==> config.mk <==
export PLATFORM = sky130hd
export DESIGN_NAME = clause_stream_loader
export DESIGN_NICKNAME = d
export VERILOG_FILES = /design/src/rtl/clause_stream_loader.sv
export SDC_FILE = /design/constraint.sdc
export NUM_CORES = 1
export LEC_CHECK = 0
export CORE_UTILIZATION = 52
export CTS_BUF_LIST = sky130_fd_sc_hd__clkbuf_4
export DETAILED_ROUTE_END_ITERATION = 7
export GPL_TIMING_DRIVEN = 0
export PLACE_DENSITY = 0.82
export SLEW_MARGIN = 5
export SYNTH_ARGS = -nofsm -noshare
export SYNTH_HDL_FRONTEND = slang
export SYNTH_SLANG_ARGS = --single-unit
==> constraint.sdc <==
create_clock -name clk -period 3 [get_ports clk]
set_input_delay 0.75 -clock clk [delete_from_list [all_inputs] [get_ports clk]]
set_output_delay 0.75 -clock clk [all_outputs]
set_load 0.02 [all_outputs]
==> src/rtl/clause_stream_loader.sv <==
// Walks a packed clause-database image in word memory and replays it as node/pointer/unit strobes.
// Optional feature macro: LOADER_CHECKSUM_EN (XOR checksum word after the unit literals).

`ifndef NUM_ENGINE
`define NUM_ENGINE 2
`endif

module clause_stream_loader #(
    parameter int unsigned ENG_CNT = `NUM_ENGINE,
    parameter int unsigned DATA_W  = 32,
    parameter int unsigned ADDR_W  = 16,
    // Widths of node_t, dummy_entry_t and lit_t of the lookup top level.
    parameter int unsigned NODE_W  = 24,
    parameter int unsigned PTR_W   = 16,
    parameter int unsigned LIT_W   = 12
) (
    input  logic              clk,
    input  logic              rst_n,
    input  logic              start,
    input  logic [ADDR_W-1:0] base_addr,
    output logic              mem_req,
    output logic [ADDR_W-1:0] mem_addr,
    input  logic              mem_rvalid,
    input  logic [DATA_W-1:0] mem_rdata,
    output logic [NODE_W-1:0] node_out,
    output logic              node_valid,
    output logic [PTR_W-1:0]  ptr_out,
    output logic              ptr_valid,
    output logic              change_eng,
    output logic [LIT_W-1:0]  uc_lit,
    output logic              uc_valid,
    output logic              uc_done,
    output logic              busy,
    output logic              done,
    output logic              err
);

    localparam int unsigned EngW = (ENG_CNT > 1) ? $clog2(ENG_CNT) : 1;

    typedef enum logic [3:0] {
        StIdle,
        StRdC,
        StRdP,
        StNode,
        StPtr,
        StChg,
        StRdU,
        StUc,
        StFin,
`ifdef LOADER_CHECKSUM_EN
        StCsum,
`endif
        StDone
    } state_e;

    state_e state_q, state_d;

    logic [ADDR_W-1:0] addr_q;
    logic [ADDR_W-1:0] cnt_c_q;   // node count, reused for unit literals
    logic [ADDR_W-1:0] cnt_p_q;
    logic [EngW-1:0]   eng_q;
    logic              outst_q;
    logic              mem_req_q, mem_req_d;
    logic              node_valid_q, node_valid_d;
    logic              ptr_valid_q, ptr_valid_d;
    logic              uc_valid_q, uc_valid_d;
    logic              change_eng_q, change_eng_d;
    logic              uc_done_q, uc_done_d;
    logic [NODE_W-1:0] node_q;
    logic [PTR_W-1:0]  ptr_q;
    logic [LIT_W-1:0]  lit_q;

    logic              ack;
    logic              start_acc;
    logic              last_eng;
    logic [ADDR_W-1:0] rd_cnt;
    logic              unused_rdata;

    // Responses only count while a request is outstanding; strays are dropped.
    assign ack          = outst_q & mem_rvalid;
    assign start_acc    = start & ((state_q == StIdle) | (state_q == StDone));
    assign last_eng     = (eng_q == EngW'(ENG_CNT - 1));
    assign rd_cnt       = mem_rdata[ADDR_W-1:0];
    assign unused_rdata = ^mem_rdata;

    function automatic logic is_read(state_e s);
        case (s)
            StRdC, StRdP, StNode, StPtr, StRdU, StUc: return 1'b1;
`ifdef LOADER_CHECKSUM_EN
            StCsum: return 1'b1;
`endif
            default: return 1'b0;
        endcase
    endfunction

    always_ff @(posedge clk or negedge rst_n) begin
        if (!rst_n) begin
            state_q <= StIdle;
        end else begin
            state_q <= state_d;
        end
    end

    always_comb begin
        state_d = state_q;
        unique case (state_q)
            StIdle, StDone: if (start) state_d = StRdC;
            StRdC: if (ack) state_d = StRdP;
            StRdP: begin
                if (ack) begin
                    if (cnt_c_q != '0)      state_d = StNode;
                    else if (rd_cnt != '0)  state_d = StPtr;
                    else                    state_d = StChg;
                end
            end
            StNode: begin
                if (ack && (cnt_c_q == ADDR_W'(1))) begin
                    state_d = (cnt_p_q != '0) ? StPtr : StChg;
                end
            end
            StPtr: if (ack && (cnt_p_q == ADDR_W'(1))) state_d = StChg;
            StChg: state_d = last_eng ? StRdU : StRdC;
            StRdU: if (ack) state_d = (rd_cnt != '0) ? StUc : StFin;
            StUc:  if (ack && (cnt_c_q == ADDR_W'(1))) state_d = StFin;
`ifdef LOADER_CHECKSUM_EN
            StFin:  state_d = StCsum;
            StCsum: if (ack) state_d = StDone;
`else
            StFin:  state_d = StDone;
`endif
            default: state_d = StIdle;
        endcase
    end

    // A fresh request follows every entry into a read state and every accepted word.
    always_comb begin
        mem_req_d    = is_read(state_d) && ((state_d != state_q) || ack);
        node_valid_d = ack && (state_q == StNode);
        ptr_valid_d  = ack && (state_q == StPtr);
        uc_valid_d   = ack && (state_q == StUc);
        change_eng_d = (state_q == StChg) && !last_eng;
        uc_done_d    = (state_q == StFin);
    end

    always_ff @(posedge clk or negedge rst_n) begin
        if (!rst_n) begin
            addr_q       <= '0;
            cnt_c_q      <= '0;
            cnt_p_q      <= '0;
            eng_q        <= '0;
            outst_q      <= 1'b0;
            mem_req_q    <= 1'b0;
            node_valid_q <= 1'b0;
            ptr_valid_q  <= 1'b0;
            uc_valid_q   <= 1'b0;
            change_eng_q <= 1'b0;
            uc_done_q    <= 1'b0;
            node_q       <= '0;
            ptr_q        <= '0;
            lit_q        <= '0;
        end else begin
            mem_req_q    <= mem_req_d;
            outst_q      <= (outst_q & ~mem_rvalid) | mem_req_q;
            node_valid_q <= node_valid_d;
            ptr_valid_q  <= ptr_valid_d;
            uc_valid_q   <= uc_valid_d;
            change_eng_q <= change_eng_d;
            uc_done_q    <= uc_done_d;
            if (node_valid_d) node_q <= mem_rdata[NODE_W-1:0];
            if (ptr_valid_d)  ptr_q  <= mem_rdata[PTR_W-1:0];
            if (uc_valid_d)   lit_q  <= mem_rdata[LIT_W-1:0];

            if (start_acc) begin
                addr_q  <= base_addr;
                cnt_c_q <= '0;
                cnt_p_q <= '0;
                eng_q   <= '0;
            end else begin
                if (ack) addr_q <= addr_q + ADDR_W'(1);
                if (state_q == StChg && !last_eng) eng_q <= eng_q + EngW'(1);
                if (ack) begin
                    case (state_q)
                        StRdC, StRdU: cnt_c_q <= rd_cnt;
                        StRdP:        cnt_p_q <= rd_cnt;
                        StNode, StUc: cnt_c_q <= cnt_c_q - ADDR_W'(1);
                        StPtr:        cnt_p_q <= cnt_p_q - ADDR_W'(1);
                        default: ;
                    endcase
                end
            end
        end
    end

`ifdef LOADER_CHECKSUM_EN
    logic [DATA_W-1:0] acc_q;
    logic              err_q;

    always_ff @(posedge clk or negedge rst_n) begin
        if (!rst_n) begin
            acc_q <= '0;
            err_q <= 1'b0;
        end else if (start_acc) begin
            acc_q <= '0;
            err_q <= 1'b0;
        end else if (ack) begin
            if (state_q == StCsum) err_q <= (mem_rdata != acc_q);
            else                   acc_q <= acc_q ^ mem_rdata;
        end
    end

    assign err = err_q;
`else
    assign err = 1'b0;
`endif

    assign mem_req    = mem_req_q;
    assign mem_addr   = addr_q;
    assign node_out   = node_q;
    assign node_valid = node_valid_q;
    assign ptr_out    = ptr_q;
    assign ptr_valid  = ptr_valid_q;
    assign change_eng = change_eng_q;
    assign uc_lit     = lit_q;
    assign uc_valid   = uc_valid_q;
    assign uc_done    = uc_done_q;
    assign busy       = (state_q != StIdle) && (state_q != StDone);
    assign done       = (state_q == StDone);

endmodule

Word level (Yosys, flattened, before mapping)
Cells that the tools add are included.

Order comparisons: 0. Multiply operators: 0. Add/subtract/negate cells: 4. Mux-type cells: 24. Divide/modulo/power cells: 0. Bitwise gates (word level): 6. Shift operators: 0. Eq/ne operators: 19. Reductions and logical operators: 25.

Operator list (number): 16-bit 2-to-1 mux (6); 16-bit case mux with 2 select lines (2); 16-bit nonzero test (3); 4-bit case mux with 9 select lines (1); 16-bit by 1-bit == test with 1-bit output, second input constant (2); 4-bit 2-to-1 mux (8); 16-bit by 1-bit subtractor with 16-bit output, second input constant (2); 4-bit by 3-bit == test with 1-bit output, second input constant (7); 16-bit by 1-bit adder with 16-bit output, second input constant (1); 4-bit by 2-bit == test with 1-bit output, second input constant (4); 4-bit by 1-bit == test with 1-bit output, second input constant (2); 4-bit == test, second input constant (2); 1-bit logical AND (8); 3-bit 2-to-1 mux (2); 3-bit nonzero test (2); 2-bit OR reduction (3); 6-bit OR reduction (1); 1-bit 2-to-1 mux (5); 4-bit logical NOT (1); 4-bit inequality test (1); 4-bit inequality test, second input constant (1); 2-bit AND reduction (2); 2-bit nonzero test (2); 4-bit nonzero test (1); other kinds (6) (9).

Bits in writable memories: 0. Bits in registers: 112. Bits in read-only memories: 0. Output and inout bits: 77. Memories: 0. Bits in latches: 0.

Logic depth before layout (Yosys ltp)
Depth after elaboration: 9. Mapped depth: 10. Gate-level depth less buffers: 10.

Least setup slack after synthesis
No wires, ideal clock.

Path kind: in2reg. Start point: in mem_rvalid. End point: reg mem_req_q (netlist: mem_req). Path buffers: 0. Library setup time: 0.145 ns. Setup slack: 0.660 ns. Cell stages on the path: 8. Arrival: 2.195 ns. Cells stage by stage: or4bb_1 -> or4_4 -> mux2i_1 -> o32ai_1 -> nor2_2 -> inv_1 -> o211ai_1 -> o31ai_1.

Longest elaborated chain between the ends: 8. Elaborated cells between the ends (all ways): 21. Those cells by class: eq/ne: 7; mux: 8; bitwise: 1; reduce/logical: 5.

RTL lines: start, declared (RTL line 23) `input logic mem_rvalid,`; 1-bit bitwise AND (*) (RTL line 80) `assign ack = outst_q & mem_rvalid;`; 1-bit logical AND (on tied branches) (RTL line 117, 124, 121); 4-bit 2-to-1 mux (on tied branches) (RTL line 124, 117, 121); 4-bit case mux with 9 select lines (*) (RTL line 106) `unique case (state_q)`; net state_d[2] (RTL line 56) `state_e state_q, state_d;`; 4-bit by 1-bit == test with 1-bit output, or another cell as far along (RTL line 87) `case (s)`; 6-bit OR reduction (RTL line 87); 1-bit 2-to-1 mux (RTL line 87); 1-bit logical AND (*) (RTL line 137) `mem_req_d = is_read(state_d) && ((state_d != state_q) || ack);`; net mem_req_d (RTL line 63) `logic mem_req_q, mem_req_d;`; end signal, assigned (RTL line 162) `mem_req_q <= mem_req_d;`; end, declared (RTL line 63).

Mark *: on every way through the listed nets, which the timed path passes. The rest lies on a longest branch. A chain may end at the register's enable or synchronous reset.

Worst setup path after layout
Start point: reg state_q[0]. End point: out busy.

Longest elaborated chain between the ends: 2. Elaborated cells between the ends (all ways): 3. Those cells by class: eq/ne: 1; reduce/logical: 2.

RTL lines: start, declared (RTL line 56); start signal, assigned (RTL line 98) `state_q <= StIdle;`; start signal, assigned (RTL line 100) `state_q <= state_d;`; 4-bit inequality test or 4-bit nonzero test (tied branches) (RTL line 226) `assign busy = (state_q != StIdle) && (state_q != StDone);`; 1-bit logical AND (*) (RTL line 226); end, declared (RTL line 33) `output logic busy,`.

Mark *: on every way between the ends. The rest lies on a longest branch, timed or not.

==> impl_metrics.yaml <==
final_layout:
  drive_gt1_share_pct: 8.82
  syn2layout_area_growth_pct: 27.6
  diodes: 0
  nNetsFinal: 814
  num-fill-cells: 818
routing:
  ant_nets: 0
  drtIter0Drc: 531
  viasPerCell: 5.92
  firstDrtPassIters: 6
  wl_met1_um: 6340
  vias: 5306
  dr_wl_met2_um: 7550
  drc_errors: 0
  wirelength_um: 15600
  top_layer: "met4"
  routed-wl-met3_um: 1330
  wl_per_cell_um: 17.4
die:
  ios: 129
  dieArea_mm2: 0.0113
  initial_core_util_pct: 54.1
  core_mm2: 0.0104
  fp.dieW_um: 106
  placement_rows: 37
  die_h_um: 106
placement:
  dp_hpwl_um: 11200
  io_buffers: 118
  pre_cts_slack_ns: -0.355
  place_congestion: 0.939
timing:
  tightest_slew_ns: 0.795
  period_minus_slack_ns: 2.88
  setup_viol_count_final: 0
  rsz0062_at_grt: "false"
  max_slew_margin_pct: 46.5
  finalClockSkew_ns: 0.0372
  hold_viol_final: 0
  fmax_mhz: 347
  maxSlewViolCount: 0
  hold_slack_ns: 0.186
  finalCritPeriodShare_pct: 96.0
  finalWorstSetupSlack_ns: 0.121
clocking:
  cts.sinks: 112
  path_clk_slew_ns: 0.20
  insertion_delay_ns: 0.49
  clockBufferDepth: 2
  cts_root_buf: "clkbuf_4"
  post_cts_resized: 0
  postCtsHoldBufs: 0
  cts_buffers: 9
  cts_tree: "built"
  htreeDepth: 3
  post_cts_buffers: 0
power_and_ir_drop:
  power_density_mw_per_mm2: 1050
  leakage_nw: 3.12
  peakVddDrop_uv: 859
job:
  drv_cap: 0
synth:
  synth_edf_count: 0
  synth.avg_cell_area_um2: 9.02
  ys_warn_count: 0
  synth_seq_cells: 112
  syn-num-nets: 684
  ys_async_sr_fraction_pct: 100
  synth_flop_cell: "dfrtp_1"
  synth.distinct_cells: 58
  netlist_instances: 625
  seq_area_frac_synth_pct: 49.7
  synth_area_mm2: 0.00564
critical_path:
  worstPathRequired_ns: 2.25
  slowest_delay_ns: 0.54
  crit_type: "reg2out"
  crit_chain: "clkinv_1, a21boi_2, nand2_1, clkdlybuf4s50_1"
  arrival_ns: 2.13
  cp-start-kind: "flop"
  cp_slowest_cell: "clkdlybuf4s50_1"
  endpoint_kind: "output pin"
  cp_max_fo: 9
global_routing:
  grt_usage_pct: 28.6
  gr-total-overflow: 0
  grt_max_degree: 60
  grt_pass1_wl_um: 25300
  antenna_found_initial: 0
  grt_pass1_vias: 5067
run_status:
  status: "finished, final reports clean"
hold_path:
  hold_path.class: "in2async"
## registers in the layout (all words and copies together), names as in the netlist
signal	count
node_out	24
cnt_c_q	16
cnt_p_q	16
mem_addr	16
ptr_out	16
uc_lit	12
state_q	4
change_eng	1
eng_q	1
mem_req	1
node_valid	1
outst_q	1
ptr_valid	1
uc_done	1
uc_valid	1
## final timing paths
check / from / endpoint / slack [ns] / cells past startpoint
setup reg to reg: state_q[0] / cnt_p_q[11] / 0.27 / 7
setup / recovery: state_q[0] / busy / 0.12 / 4
hold / removal: rst_n / cnt_p_q[3] / 0.19 / 1
min in group clk: mem_req / outst_q / 0.47 / 1
max in group asynchronous: rst_n / uc_lit[5] / 2.14 / 2
hold reg to reg: mem_req / outst_q / 0.47 / 1
## final cells by class
class,instances,area [um^2],share of cell area (%)
Buffer,34,181,2.52
Timing Repair Buffer,119,1210,16.8
Inverter,14,52.6,0.731
Sequential cell,112,2800,39.0
Multi-Input combinational cell,465,2620,36.4
Tap cell,136,170,2.37
Clock inverter,7,88.8,1.24
Clock buffer,9,67.6,0.940
## critical path: cells and delay by family (launching register included)
kind / cells / cell delay [ns]
buffers and inverters: 2 / 0.83
flip-flops: 1 / 0.49
AO/OA/AOI/OAI: 1 / 0.25
AND/OR/NAND/NOR: 1 / 0.07
## synth_stat cells (4+ instances only)
library cell | number | area [um^2]
o21ai_0 | 60 | 300
a22oi_1 | 5 | 37.5
mux2_2 | 28 | 315
nand3_1 | 12 | 60.1
nor3b_1 | 4 | 30.0
inv_1 | 12 | 45.0
buf_6 | 6 | 67.6
nor3_1 | 15 | 75.1
ha_1 | 7 | 87.6
xor2_1 | 10 | 87.6
clkbuf_1 | 24 | 90.1
a21oi_1 | 54 | 270
nor4_1 | 17 | 106
nor2_1 | 77 | 289
and3_1 | 9 | 56.3
nand4_1 | 6 | 37.5
dfrtp_1 | 112 | 2800
o22ai_1 | 4 | 25.0
nand2_1 | 101 | 379
xnor2_1 | 5 | 43.8
## per-stage QoR
step           TNS (ns)  power [mW]  cells  area (um^2)  util (%)
5_1_grt               0        8.06    896         7190      69.0
3_3_place_gp    -353.43        6.55    879         6990      67.1
3_5_place_dp     -12.86        6.72    880         7020      67.4
6_report              0        7.57    896         7190      69.0
4_1_cts               0        7.54    896         7170      68.9
2_1_floorplan         0        5.07    625         5640         -
## placed cells by master, fill, tap and decap left out, types with 4 or more instances in the layout
| master | instances |
|---|---|
| buf_6 | 7 |
| a22oi_1 | 5 |
| nand2_1 | 101 |
| clkdlybuf4s50_1 | 117 |
| ha_1 | 7 |
| a21oi_1 | 54 |
| o22ai_1 | 4 |
| mux2_2 | 28 |
| nor3_1 | 14 |
| nor3b_1 | 4 |
| dfrtp_1 | 112 |
| nor2_1 | 77 |
| nor4_1 | 17 |
| nand4_1 | 6 |
| and3_1 | 9 |
| xor2_1 | 10 |
| inv_1 | 12 |
| clkbuf_4 | 9 |
| clkbuf_1 | 22 |
| o21ai_0 | 60 |
| nand3_1 | 12 |
| xnor2_1 | 5 |
## cell families (layout without fill, tap and decap cells)
| group | Yosys count | after routing | share of synthesized area [%] |
|---|---|---|---|
| other cells | 1 | 1 | 0.0665 |
| simple gates | 265 | 265 | 21.6 |
| compound gates | 146 | 146 | 14.5 |
| mux | 31 | 31 | 6.13 |
| buf+inv | 48 | 183 | 4.11 |
| xor+xnor | 15 | 15 | 2.33 |
| flops | 112 | 112 | 49.7 |
| fa+ha+maj | 7 | 7 | 1.55 |
## power by group
| group | internal, mW | switching [mW] |
|---|---|---|
| combinational | 1.80 | 2.29 |
| sequential | 2.15 | 0.525 |
| clock | 0.273 | 0.543 |
| total | 4.22 | 3.35 |
## routing by layer
metal  global-route usage (%)  vias to the layer above
met5                        0                        -
met4                     9.52                        0
met3                     6.93                       36
met2                     47.3                      289
met1                     36.7                     2549
li1                         -                     2432
Power figures use the tool's default switching activity.
